===== src/rtl/bcd_pkg.sv =====
// Shared constants, FSM encoding and sizing helper for the digit-serial BCD adder.
// Optional nines-complement subtract path is enabled by defining BCD_SUB_EN.
package bcd_pkg;

    localparam int BCD_DIGIT_W = 4;
    localparam int BCD_MAX     = 9;
    localparam int BCD_CORR    = 6;

    localparam logic [1:0] ST_IDLE = 2'd0;
    localparam logic [1:0] ST_RUN  = 2'd1;
    localparam logic [1:0] ST_DONE = 2'd2;

    function automatic int idx_width(input int n);
        return (n > 1) ? $clog2(n) : 1;
    endfunction

    localparam int DEF_DIGITS    = 8;
    localparam int DEF_IDX_W     = idx_width(DEF_DIGITS);

endpackage


===== src/rtl/bcd_digit_add.sv =====
// Single-digit BCD adder with decimal correction and out-of-range flag.
// Purely combinational; the top reuses one instance for every digit step.
module bcd_digit_add
    import bcd_pkg::*;
(
    input  logic [BCD_DIGIT_W-1:0] a,
    input  logic [BCD_DIGIT_W-1:0] b,
    input  logic                   cin,
    output logic [BCD_DIGIT_W-1:0] s,
    output logic                   cout,
    output logic                   bad
);

    logic [BCD_DIGIT_W:0] t;
    logic [BCD_DIGIT_W:0] tc;

    always_comb begin
        t    = {1'b0, a} + {1'b0, b} + {{BCD_DIGIT_W{1'b0}}, cin};
        tc   = t + (BCD_DIGIT_W+1)'(BCD_CORR);
        cout = t > (BCD_DIGIT_W+1)'(BCD_MAX);
        s    = cout ? tc[BCD_DIGIT_W-1:0] : t[BCD_DIGIT_W-1:0];
        bad  = (a > BCD_DIGIT_W'(BCD_MAX)) | (b > BCD_DIGIT_W'(BCD_MAX));
    end

endmodule


===== src/rtl/bcd_serial_adder.sv =====
// Digit-serial packed-BCD adder, one digit per clock, LSD first, with start/ack handshake.
// Define BCD_SUB_EN to enable A - B via nines complement of B when sub_i is set.
module bcd_serial_adder
    import bcd_pkg::*;
#(
    parameter int NUM_DIGITS = 8
) (
    input  logic                              clk,
    input  logic                              rst_n,
    input  logic                              start_i,
    input  logic [BCD_DIGIT_W*NUM_DIGITS-1:0] a_i,
    input  logic [BCD_DIGIT_W*NUM_DIGITS-1:0] b_i,
    input  logic                              cin_i,
    input  logic                              sub_i,
    input  logic                              ack_i,
    output logic                              ready_o,
    output logic                              valid_o,
    output logic [BCD_DIGIT_W*NUM_DIGITS-1:0] sum_o,
    output logic                              cout_o,
    output logic                              invalid_o
);

    localparam int W  = BCD_DIGIT_W * NUM_DIGITS;
    localparam int IW = idx_width(NUM_DIGITS);
    localparam logic [IW-1:0] LAST = IW'(NUM_DIGITS - 1);

    logic [1:0]    state_q, state_d;
    logic [W-1:0]  a_q, a_d;
    logic [W-1:0]  b_q, b_d;
    logic [W-1:0]  sum_q, sum_d;
    logic [IW-1:0] idx_q, idx_d;
    logic          carry_q, carry_d;
    logic          cout_q, cout_d;
    logic          inv_q, inv_d;

    logic [BCD_DIGIT_W-1:0] a_dig, b_dig, s_dig;
    logic                   c_dig, bad_dig;

    assign a_dig = a_q[BCD_DIGIT_W-1:0];

`ifdef BCD_SUB_EN
    logic sub_q, sub_d;

    // 9-b maps raw 10..15 onto 15..10, so the bad flag still tracks raw b
    assign b_dig = sub_q
                 ? BCD_DIGIT_W'(BCD_DIGIT_W'(BCD_MAX) - b_q[BCD_DIGIT_W-1:0])
                 : b_q[BCD_DIGIT_W-1:0];

    always_comb begin
        sub_d = sub_q;
        if (ready_o && start_i) begin
            sub_d = sub_i;
        end
    end

    always_ff @(posedge clk) begin
        if (!rst_n) begin
            sub_q <= 1'b0;
        end else begin
            sub_q <= sub_d;
        end
    end
`else
    logic unused_sub;

    assign unused_sub = sub_i;
    assign b_dig      = b_q[BCD_DIGIT_W-1:0];
`endif

    bcd_digit_add u_digit (
        .a    (a_dig),
        .b    (b_dig),
        .cin  (carry_q),
        .s    (s_dig),
        .cout (c_dig),
        .bad  (bad_dig)
    );

    always_comb begin
        state_d = state_q;
        a_d     = a_q;
        b_d     = b_q;
        sum_d   = sum_q;
        idx_d   = idx_q;
        carry_d = carry_q;
        cout_d  = cout_q;
        inv_d   = inv_q;
        unique case (state_q)
            ST_IDLE, ST_DONE: begin
                if (start_i) begin
                    state_d = ST_RUN;
                    a_d     = a_i;
                    b_d     = b_i;
                    sum_d   = '0;
                    idx_d   = '0;
                    carry_d = cin_i;
                    cout_d  = 1'b0;
                    inv_d   = 1'b0;
                end else if (state_q == ST_DONE && ack_i) begin
                    state_d = ST_IDLE;
                end
            end
            ST_RUN: begin
                sum_d[int'(idx_q)*BCD_DIGIT_W +: BCD_DIGIT_W] = s_dig;
                carry_d = c_dig;
                inv_d   = inv_q | bad_dig;
                a_d     = a_q >> BCD_DIGIT_W;
                b_d     = b_q >> BCD_DIGIT_W;
                if (idx_q == LAST) begin
                    state_d = ST_DONE;
                    cout_d  = c_dig;
                end else begin
                    idx_d = idx_q + IW'(1);
                end
            end
            default: state_d = ST_IDLE;
        endcase
    end

    always_ff @(posedge clk) begin
        if (!rst_n) begin
            state_q <= ST_IDLE;
            a_q     <= '0;
            b_q     <= '0;
            sum_q   <= '0;
            idx_q   <= '0;
            carry_q <= 1'b0;
            cout_q  <= 1'b0;
            inv_q   <= 1'b0;
        end else begin
            state_q <= state_d;
            a_q     <= a_d;
            b_q     <= b_d;
            sum_q   <= sum_d;
            idx_q   <= idx_d;
            carry_q <= carry_d;
            cout_q  <= cout_d;
            inv_q   <= inv_d;
        end
    end

    assign ready_o   = (state_q == ST_IDLE) || (state_q == ST_DONE);
    assign valid_o   = (state_q == ST_DONE);
    assign sum_o     = sum_q;
    assign cout_o    = cout_q;
    assign invalid_o = inv_q;

endmodule


===== config.mk =====
export PLATFORM = sky130hd
export DESIGN_NAME = bcd_serial_adder
export DESIGN_NICKNAME = d
export VERILOG_FILES = /design/src/rtl/bcd_pkg.sv /design/src/rtl/bcd_digit_add.sv /design/src/rtl/bcd_serial_adder.sv
export SDC_FILE = /design/constraint.sdc
export NUM_CORES = 1
export LEC_CHECK = 0
export BUFFER_PORTS_ARGS = -buffer_cell sky130_fd_sc_hd__buf_2
export CORE_ASPECT_RATIO = 1.5
export CORE_MARGIN = 3
export CORE_UTILIZATION = 47
export DETAILED_ROUTE_END_ITERATION = 8
export GPL_ROUTABILITY_DRIVEN = 0
export GPL_TIMING_DRIVEN = 0
export PLACE_DENSITY = 0.82
export SYNTH_ARGS = -nofsm -noshare
export SYNTH_HDL_FRONTEND = slang
export SYNTH_HIERARCHICAL = 1
export SYNTH_SLANG_ARGS = --single-unit

===== constraint.sdc =====
create_clock -name clk -period 8.65 [get_ports clk]
set_clock_uncertainty 0.05 [all_clocks]
set_input_delay 0 -clock clk [delete_from_list [all_inputs] [get_ports clk]]
set_output_delay 0 -clock clk [all_outputs]
set_load 0.005 [all_outputs]

== After elaboration in Yosys (flattened, before gate mapping) ==
Index checks and enable logic that the tools add are counted.
W data, S select, Z words.

* Bits in registers: 104
* Word-level logic and storage cells: 57

* $add $sub $neg: 5
* $lt $le $gt $ge: 3
* Equal/unequal tests: 7
* Shift-type cells: 2
* Muxes and demuxes: 21
* Bitwise operators: 2
* Reduce and logical (&&, ||, !) cells: 9

{| class="wikitable"
|+ Operator list
! cell !! count
|-
| $pmux W32 S2 || 3
|-
| $mux W32 || 3
|-
| $neg A5 Y33 || 1
|-
| $shift A4 B33 Y32 const A || 1
|-
| $shiftx A4 B33 Y32 || 1
|-
| $bwmux W32 || 1
|-
| $gt A4 B4 Y1 const B || 2
|-
| $mux W2 || 3
|-
| $mux W3 || 2
|-
| $ne A2 B2 Y1 const B || 3
|-
| $pmux W1 S2 || 3
|-
| $pmux W3 S2 || 1
|-
| $reduce_and A3 Y1 || 2
|-
| $add A4 B4 Y5 || 1
|-
| $add A5 B1 Y5 || 1
|-
| $gt A5 B4 Y1 const B || 1
|-
| $add A4 B3 Y4 const B || 1
|-
| $mux W4 || 1
|-
| $pmux W2 S2 || 1
|-
| $reduce_and A2 Y1 || 2
|-
| $add A3 B1 Y3 const B || 1
|-
| $eq A3 B3 Y1 const B || 1
|-
| $mux W1 || 3
|-
| $ne A3 B3 Y1 const B || 1
|-
| 8 further kinds || 9
|}

== Logic depth before layout (Yosys ltp) ==
Gate-level depths: netlist of the first run.

* Depth in word-level cells: 7
* Mapped depth: 9
* Mapped depth without buffers: 9

== Hierarchy ==
The synthesis of the first run kept the hierarchy.

{| class="wikitable"
|+ Modules (own cells, without submodules)
! module !! instances !! cells each !! area an instance (um^2) !! sequential area each (um^2)
|-
| bcd_serial_adder || 1 || 470 || 4189.0 || 2082.0
|-
| bcd_digit_add || 1 || 25 || 225.2 || 0.0
|}

== Worst setup path after synthesis of the first run ==
No wires, ideal clock.

* Path type: flip-flop to flip-flop
* Start point: reg a_q[0]
* End point: reg sum_q[10] (netlist: sum_o[10])
* Arrival time: 2.586 ns
* Required time: 8.528 ns
* Path slack: 5.942 ns
* Cell stages (with the launch flop): 10
* Path buffers: 0
* Clock period less this slack: 2.708 ns
* Path through: dfxtp_1 fa_1 fa_1 xnor2_1 ha_1 a31o_1 o31ai_4 mux2i_1 nand2_1 mux2i_1

* Longest elaborated chain between the ends: 7
* Elaborated cells between the ends (all ways): 8
* Classes of those cells: 3 x add/sub; 1 x order compare; 1 x shift; 3 x mux

{| class="wikitable"
|+ RTL lines
! item !! RTL line !! text
|-
| start: declaration || bcd_serial_adder.sv:28 || <nowiki>logic [W-1:0] a_q, a_d;</nowiki>
|-
| start signal: assignment || bcd_serial_adder.sv:123 || <nowiki>a_q <= '0;</nowiki>
|-
| start signal: assignment || bcd_serial_adder.sv:132 || <nowiki>a_q <= a_d;</nowiki>
|-
| $add A4 B4 Y5 || bcd_digit_add.sv:18 || <nowiki>t = {1'b0, a} + {1'b0, b} + {{BCD_DIGIT_W{1'b0}}, cin};</nowiki>
|-
| $add A5 B1 Y5 || bcd_digit_add.sv:18 ||
|-
| $gt A5 B4 Y1 || bcd_digit_add.sv:20 || <nowiki>cout = t > (BCD_DIGIT_W+1)'(BCD_MAX);</nowiki>
|-
| net c_dig || bcd_serial_adder.sv:37 || <nowiki>logic c_dig, bad_dig;</nowiki>
|-
| $mux W4 || bcd_digit_add.sv:21 || <nowiki>s = cout ? tc[BCD_DIGIT_W-1:0] : t[BCD_DIGIT_W-1:0];</nowiki>
|-
| net s_dig[2] || bcd_serial_adder.sv:36 || <nowiki>logic [BCD_DIGIT_W-1:0] a_dig, b_dig, s_dig;</nowiki>
|-
| $shiftx A4 B33 Y32 || bcd_serial_adder.sv:104 || <nowiki>sum_d[int'(idx_q)*BCD_DIGIT_W +: BCD_DIGIT_W] = s_dig;</nowiki>
|-
| $bwmux W32 || bcd_serial_adder.sv:104 ||
|-
| $pmux W32 S2 || bcd_serial_adder.sv:88 || <nowiki>unique case (state_q)</nowiki>
|-
| end signal: assignment || bcd_serial_adder.sv:134 || <nowiki>sum_q <= sum_d;</nowiki>
|-
| end: declaration || bcd_serial_adder.sv:30 || <nowiki>logic [W-1:0] sum_q, sum_d;</nowiki>
|}

The timed path passes the listed nets, and every way through them passes these cells.
A chain may end at the register's enable or synchronous reset.

== Worst setup path in the final report of the first run ==
* Start point: reg a_q[0]
* End point: reg sum_q[22] (netlist: sum_o[22])

The elaborated chain is that of the path after synthesis.

==> results by group, run 1 <==
Run status
  • Status: finished, violations left
  • Violated checks: negative hold slack

CTS
  • CTS tree: yes
  • Worst-path clk slew: 70 ps
  • Post-CTS Resized: 0
  • Hold buffer count at CTS: 66
  • Clock sinks: 104
  • Clock latency on the worst-skew pair: 340 ps
  • CTS buffer count: 9
  • CTS max path bufs: 2
  • Post-CTS Setup Inserts: 0
  • Max H-tree Level: 3
  • Clock Tree Root: clkbuf_16

Drt
  • Vias per inst: 5.85
  • DR pass1 iterations: 5
  • Avg WL per Cell: 17.6 µm
  • Iteration-0 DRC Markers: 239
  • DRC: 0
  • Via count: 4620
  • ANT nets after route: 0
  • Final Routed Wirelength: 13.9 mm

Global routing
  • Gr ovfl total: 0
  • Largest net degree at the start of global routing: 19
  • Global-route wire length before repair: 22.5 mm
  • Initial antenna violation count: 0
  • Vias in the first global route: 4756
  • GRT Resource Usage Total: 0.261

Synthesis
  • Post-Syn Nets: 576
  • Yosys warning total: 6
  • Sequential area share after synthesis: 0.472
  • Synth Area per Inst: 8.92 µm²
  • Mapped cell area: 0.00441 mm²
  • Library cells used by synthesis: 39
  • Number of synthesized register bits: 104
  • Synth Instances: 495
  • Post-synth EDFFs: 0
  • Ys async rst share: 0
  • Top_reg_cell synth: dfxtp_1

Floorplan
  • Die X: 85.1 µm
  • Total die area: 0.0106 mm²
  • Height of the chip: 125 µm
  • Initial Utilization: 0.491
  • Placement Rows: 42
  • I/O pin total: 106
  • Core area: 0.00899 mm²

Timing
  • Worst slew pin tran: 635 ps
  • Final Cycle Share: 0.364
  • Rel. slew slack: 0.576
  • Final-report hold violation count: 1
  • Setup TNS: 0 ps
  • Tmin final: 3150 ps
  • Pins over their slew limit: 0
  • Final Hold Slack: -11.0 ps
  • Setup violators final: 0
  • RSZ-0062 raised after global routing: false
  • Max Clk Rate: 318 MHz

Critical path
  • CP Max Fanout: 7
  • WP buf/inv: 0
  • Worst r2r src: a_q[0]
  • Worst EP arrival: 3360 ps
  • Family with the most delay on the worst path: adder cells
  • Setup slack, reg-to-reg: 5500 ps
  • Worst path cell trace: fa_1, fa_1, xnor2_1, ha_1, a31o_1, o31ai_4, mux2i_1, nand2_1, mux2i_1
  • Worst r2r dst: sum_o[22]
  • Crit-path max cell delay: 480 ps
  • Slowest CP cell: fa_1
  • Worst Setup SP: a_q[0]
  • Reg2Reg Depth: 9
  • Setup CP Type: flip-flop to flip-flop
  • Kind of end point of the critical path: flip-flop
  • Critical path startpoint category: flip-flop
  • Worst EP required: 8870 ps

Final layout
  • Area growth from synthesis to layout: 36.6%
  • Fill count: 707
  • Share of cells above drive strength 1: 0.194
  • Antenna cells: 0
  • Nets: 756

Power and ir drop
  • Peak supply drop: 0.000121 V
  • Leakage Power: 2.53 nW
  • Pwr dens: 196 mW/mm²
  • Final Power: 1.18 mW

Placed design
  • Port Buffer Count: 103
  • Post-detail-place hpwl: 9.31 mm

Worst hold path
  • Hold depth: 3
  • Hold Crit Class: primary input to flip-flop
  • Hold Crit Endpoint: b_q[18]
  • Hold Path Origin: b_i[18]

Run
  • Max cap viols: 0
[worst min-delay path: stages]
cell and delay (ps):
buf_2 70, o22ai_1 70, nor3_1 180
[sequential cells by signal, summed over array words and instances (netlist names)]
register and cells:
b_q 32, invalid_o 1, a_q 32, sum_o 32
carry_q 1, state_q 2, idx_q 3, cout_o 1
[synthesized netlist by cell type (all sizes together) (3+ instances only)]
cell    number  area (µm²)
a21oi       17        85.1
buf         11        47.5
clkbuf      37         140
dfxtp      104        2080
ha           9         113
inv          7        26.3
mux2i       33         330
nand2       21        78.8
nand3       47         235
nand3b       3        22.5
nor2         6        22.5
nor3       111         567
o21ai        3        15.0
o22ai       56         350
or3          3        18.8
[cell families after synthesis]
| logic type | after synthesis | share of synthesized area |
|---|---|---|
| simple gates | 206 | 0.247 |
| flops | 104 | 0.472 |
| compound gates | 84 | 0.120 |
| buf+inv | 55 | 0.0485 |
| mux | 33 | 0.0748 |
| fa+ha+maj | 11 | 0.0346 |
| xor+xnor | 2 | 0.00397 |
[report_power, final]
part	internal, mW	total, mW	leakage (nW)	switching (mW)
logic	0.100	0.231	1.53	0.131
clock network	0.228	0.413	0.151	0.186
registers	0.511	0.534	0.853	0.0233
total	0.839	1.18	2.53	0.340
[through the flow]
step | worst slack [ps] | cells | instance area (µm²) | util
final | 5500 | 790 | 6030 | 0.671
after detailed placement | 5560 | 708 | 5070 | 0.564
after global routing | 5340 | 790 | 6030 | 0.671
after floorplan | 5940 | 495 | 4410 | -
after CTS | 5520 | 790 | 6030 | 0.671
after global placement | 5650 | 708 | 5070 | 0.564
[cell usage in the layout, fill, tap and decap left out, types with 3 or more instances in the layout]
cell type,netlist,routed
nor3_1,110,110
buf_2,5,108
dfxtp_1,104,104
dlygate4sd3_1,0,66
o22ai_1,56,56
nand3_1,47,47
clkbuf_1,36,36
mux2i_1,33,33
nand2_1,21,21
a21oi_1,17,17
ha_1,9,9
clkbuf_16,0,9
inv_1,6,6
buf_1,6,6
nor2_1,6,6
inv_6,0,4
nand3b_1,3,3
or3_1,3,3
o21ai_0,3,3
[how the worst max path moves through the flow]
stage | to | slack [ps] | depth (start not counted)
2_1_floorplan | sum_o[10] | 5940 | 9
3_3_place_gp | sum_o[18] | 5650 | 9
3_5_place_dp | sum_o[22] | 5560 | 9
4_1_cts | sum_o[22] | 5520 | 9
5_1_grt | sum_o[26] | 5340 | 9
6_report | sum_o[22] | 5500 | 9
[layer usage]
layer  GRT usage  vias up  part of all wire
li1            -     2191                 -
met1       0.281     2158              0.38
met2       0.468      215              0.52
met3      0.0470       56             0.059
met4       0.144        0             0.048
met5           0        -                 0
[final cells by class]
type,instances,area [µm²],share of cell area
Multi-Input combinational cell,336,2120,0.351
Tap cell,110,138,0.0228
Timing Repair Buffer,169,1180,0.195
Buffer,48,188,0.0311
Clock inverter,7,75.1,0.0125
Clock buffer,9,225,0.0374
Sequential cell,104,2080,0.345
Inverter,7,26.3,0.00436
(Power assumes the default switching activity.)
==> run 2, diff against run 1 <==
--- a/config.mk
+++ b/config.mk
@@ -12,7 +12,7 @@
 export DETAILED_ROUTE_END_ITERATION = 8
 export GPL_ROUTABILITY_DRIVEN = 0
 export GPL_TIMING_DRIVEN = 0
-export PLACE_DENSITY = 0.82
+export PLACE_DENSITY = 0.85
 export SYNTH_ARGS = -nofsm -noshare
 export SYNTH_HDL_FRONTEND = slang
 export SYNTH_HIERARCHICAL = 1
==> constraint.sdc (replaced) <==
create_clock -name clk -period 2.58 [get_ports clk]
set_clock_uncertainty 0.05 [all_clocks]
set_input_delay 0 -clock clk [delete_from_list [all_inputs] [get_ports clk]]
set_output_delay 0 -clock clk [all_outputs]
set_load 0.005 [all_outputs]
==> run 2 against run 1 <==
  * The flow finishes with violations (negative setup slack)
  * Clock-buffer cell count grew 5
  * Routed wire length grew 2.3%
  * Fmax grew 14%
  * Power grew to 3.4 times the previous value
  * Combinational power grew to 4.2 times the previous value
  * Critical endpoint is now sum_o[26]
  * Largest cell class unchanged
==> results by group, run 2 (synthesis results as in run 1) <==
Timing
  • Final-report hold violation count: 0 (-1)
  • Rel. slew slack: 0.615 (+0.0393)
  • Setup TNS: -2290 ps (-2290 ps)
  • Worst slew pin tran: 578 ps (-57.6 ps)
  • Pins over their slew limit: 0 (unchanged)
  • RSZ-0062 raised after global routing: true
  • Final Cycle Share: 1.07 (+0.703)
  • Tmin final: 2750 ps (-395 ps)
  • Max Clk Rate: 363 MHz (+14%)
  • Setup ws final: -173 ps (-5670 ps)
  • Setup violators final: 25 (+25)

Drt
  • Iteration-0 DRC Markers: 322 (+35%)
  • Via count: 4710 (+1.9%)
  • DRC: 0 (unchanged)
  • Final Routed Wirelength: 14.3 mm (+2.3%)
  • ANT nets after route: 0 (unchanged)
  • DR pass1 iterations: 5 (unchanged)
  • Vias per inst: 5.89 (+0.80%)
  • Avg WL per Cell: 17.8 µm (+1.2%)

Final layout
  • Finished Core Util: 0.686 (+0.0148)
  • Area growth from synthesis to layout: 39.6%
  • Design area: 0.00616 mm² (+2.2%)
  • Share of cells above drive strength 1: 0.222 (+0.0279)
  • Nets: 765 (+1.2%)
  • Register area: 0.00208 mm² (+0.12%)
  • Antenna cells: 0 (unchanged)
  • Fill count: 670 (-5.2%)
  • Commonest non-fill, non-tap cell in the layout: nor3_1
  • Multi-input logic area: 0.00222 mm² (+4.7%)
  • Most frequent cells in the layout: 110 x nor3_1, 108 x buf_2, 102 x dfxtp_1

Power and ir drop
  • Peak supply drop: 0.000447 V (+270%)
  • Final Power: 3.98 mW (+240%)
  • Leakage Power: 2.58 nW (+1.8%)
  • Pwr dens: 646 mW/mm² (+230%)

CTS
  • Worst-path clk slew: 70 ps (about the same)
  • Max H-tree Level: 3 (unchanged)
  • Clock latency on the worst-skew pair: 350 ps (about the same)
  • Clock sinks: 104 (unchanged)
  • CTS buffer count: 9 (unchanged)
  • Clock Tree Root: clkbuf_16
  • CTS tree: yes
  • CTS max path bufs: 2 (unchanged)

Critical path
  • Worst r2r src: a_q[0]
  • Reg2Reg Depth: 9 (unchanged)
  • Critical path startpoint category: flip-flop
  • Kind of end point of the critical path: flip-flop
  • Setup CP Type: flip-flop to flip-flop
  • Setup slack, reg-to-reg: -170 ps (-5670 ps)
  • CP Max Fanout: 7 (unchanged)
  • Worst r2r dst: sum_o[26]
  • Worst Setup SP: a_q[0]
  • Worst EP arrival: 2970 ps (-390 ps)
  • Worst EP required: 2790 ps (-6080 ps)

Global routing
  • Vias in the first global route: 4841 (+1.8%)
  • Global-route wire length before repair: 22.6 mm (+0.34%)
  • Largest net degree at the start of global routing: 16 (-3)
  • GRT Resource Usage Total: 0.266 (+0.00494)
  • Gr ovfl total: 0 (unchanged)
  • Initial antenna violation count: 0 (unchanged)

Floorplan
  • I/O pin total: 106 (unchanged)
  • Die X: 85.1 µm (unchanged)
  • Placement Rows: 42 (unchanged)
  • Core area: 0.00899 mm² (unchanged)
  • Total die area: 0.0106 mm² (unchanged)
  • Height of the chip: 125 µm (unchanged)
  • Initial Utilization: 0.491 (unchanged)

Worst hold path
  • Hold depth: 3 (unchanged)
  • Hold Path Origin: a_i[3]
  • Hold Crit Endpoint: a_q[3]
  • Hold Crit Class: primary input to flip-flop

Placed design
  • Port Buffer Count: 103 (unchanged)
  • Post-detail-place hpwl: 9.13 mm (-2.0%)
  • Placement Cell Area: 0.00507 mm² (+0.15%)

Run status
  • Status: finished, violations left
  • Violated checks: negative setup slack

Run
  • Max cap viols: 0 (unchanged)
-- run 2: report_power, final --
part	total [mW]	internal, mW	switching (mW)
sequential	1.79	1.72	0.0782
combinational	0.960	0.447	0.513
clock	1.22	0.658	0.566
total	3.98	2.82	1.16
-- run 2: critical path, stage by stage, from the launching register on --
cell and delay [ps]:
dfxtp_2 340, fa_2 410, fa_2 550, inv_2 60, ha_4 160, a31o_4 210
o31ai_4 210, mux2i_2 310, nand2_2 180, mux2i_1 200
-- run 2: how the worst max path moves through the flow --
stage | endpoint | depth (start not counted)
final | sum_o[26] | 9
after global routing | sum_o[26] | 9
after global placement | sum_o[18] | 9
after CTS | sum_o[26] | 9
after detailed placement | sum_o[26] | 9
after floorplan | sum_o[10] | 9
-- run 2: repair_timing --
action,in CTS,in global routing
pin swaps,6,4
hold endpoints to repair,65,0
endpoints found under the setup margin,24,26
buffers inserted,6,3
gates resized for setup,16,6
hold buffers,66,0
-- run 2: per-layer routing --
layer / track usage / share of wire / vias up
met4: 0.179 / 0.051 / 0
met2: 0.472 / 0.52 / 252
met1: 0.274 / 0.36 / 2189
li1: - / - / 2206
met3: 0.0516 / 0.066 / 63
met5: 0 / 0 / -
-- run 2: per-stage QoR --
stage                     instances  hold slack (ps)  setup WS [ps]
after floorplan                 495             86.0           4.32
after global placement          708              202           -256
after detailed placement        708              200           -349
after CTS                       796             13.5           -216
after global routing            799             60.6           -227
final                           799             23.0           -173
-- run 2: area by class of cell --
class / instances / area share
Timing Repair Buffer: 178 / 0.202
Multi-Input combinational cell: 336 / 0.360
Clock buffer: 14 / 0.0396
Tap cell: 110 / 0.0223
Sequential cell: 104 / 0.338
Inverter: 7 / 0.00426
Buffer: 48 / 0.0305
Clock inverter: 2 / 0.00264
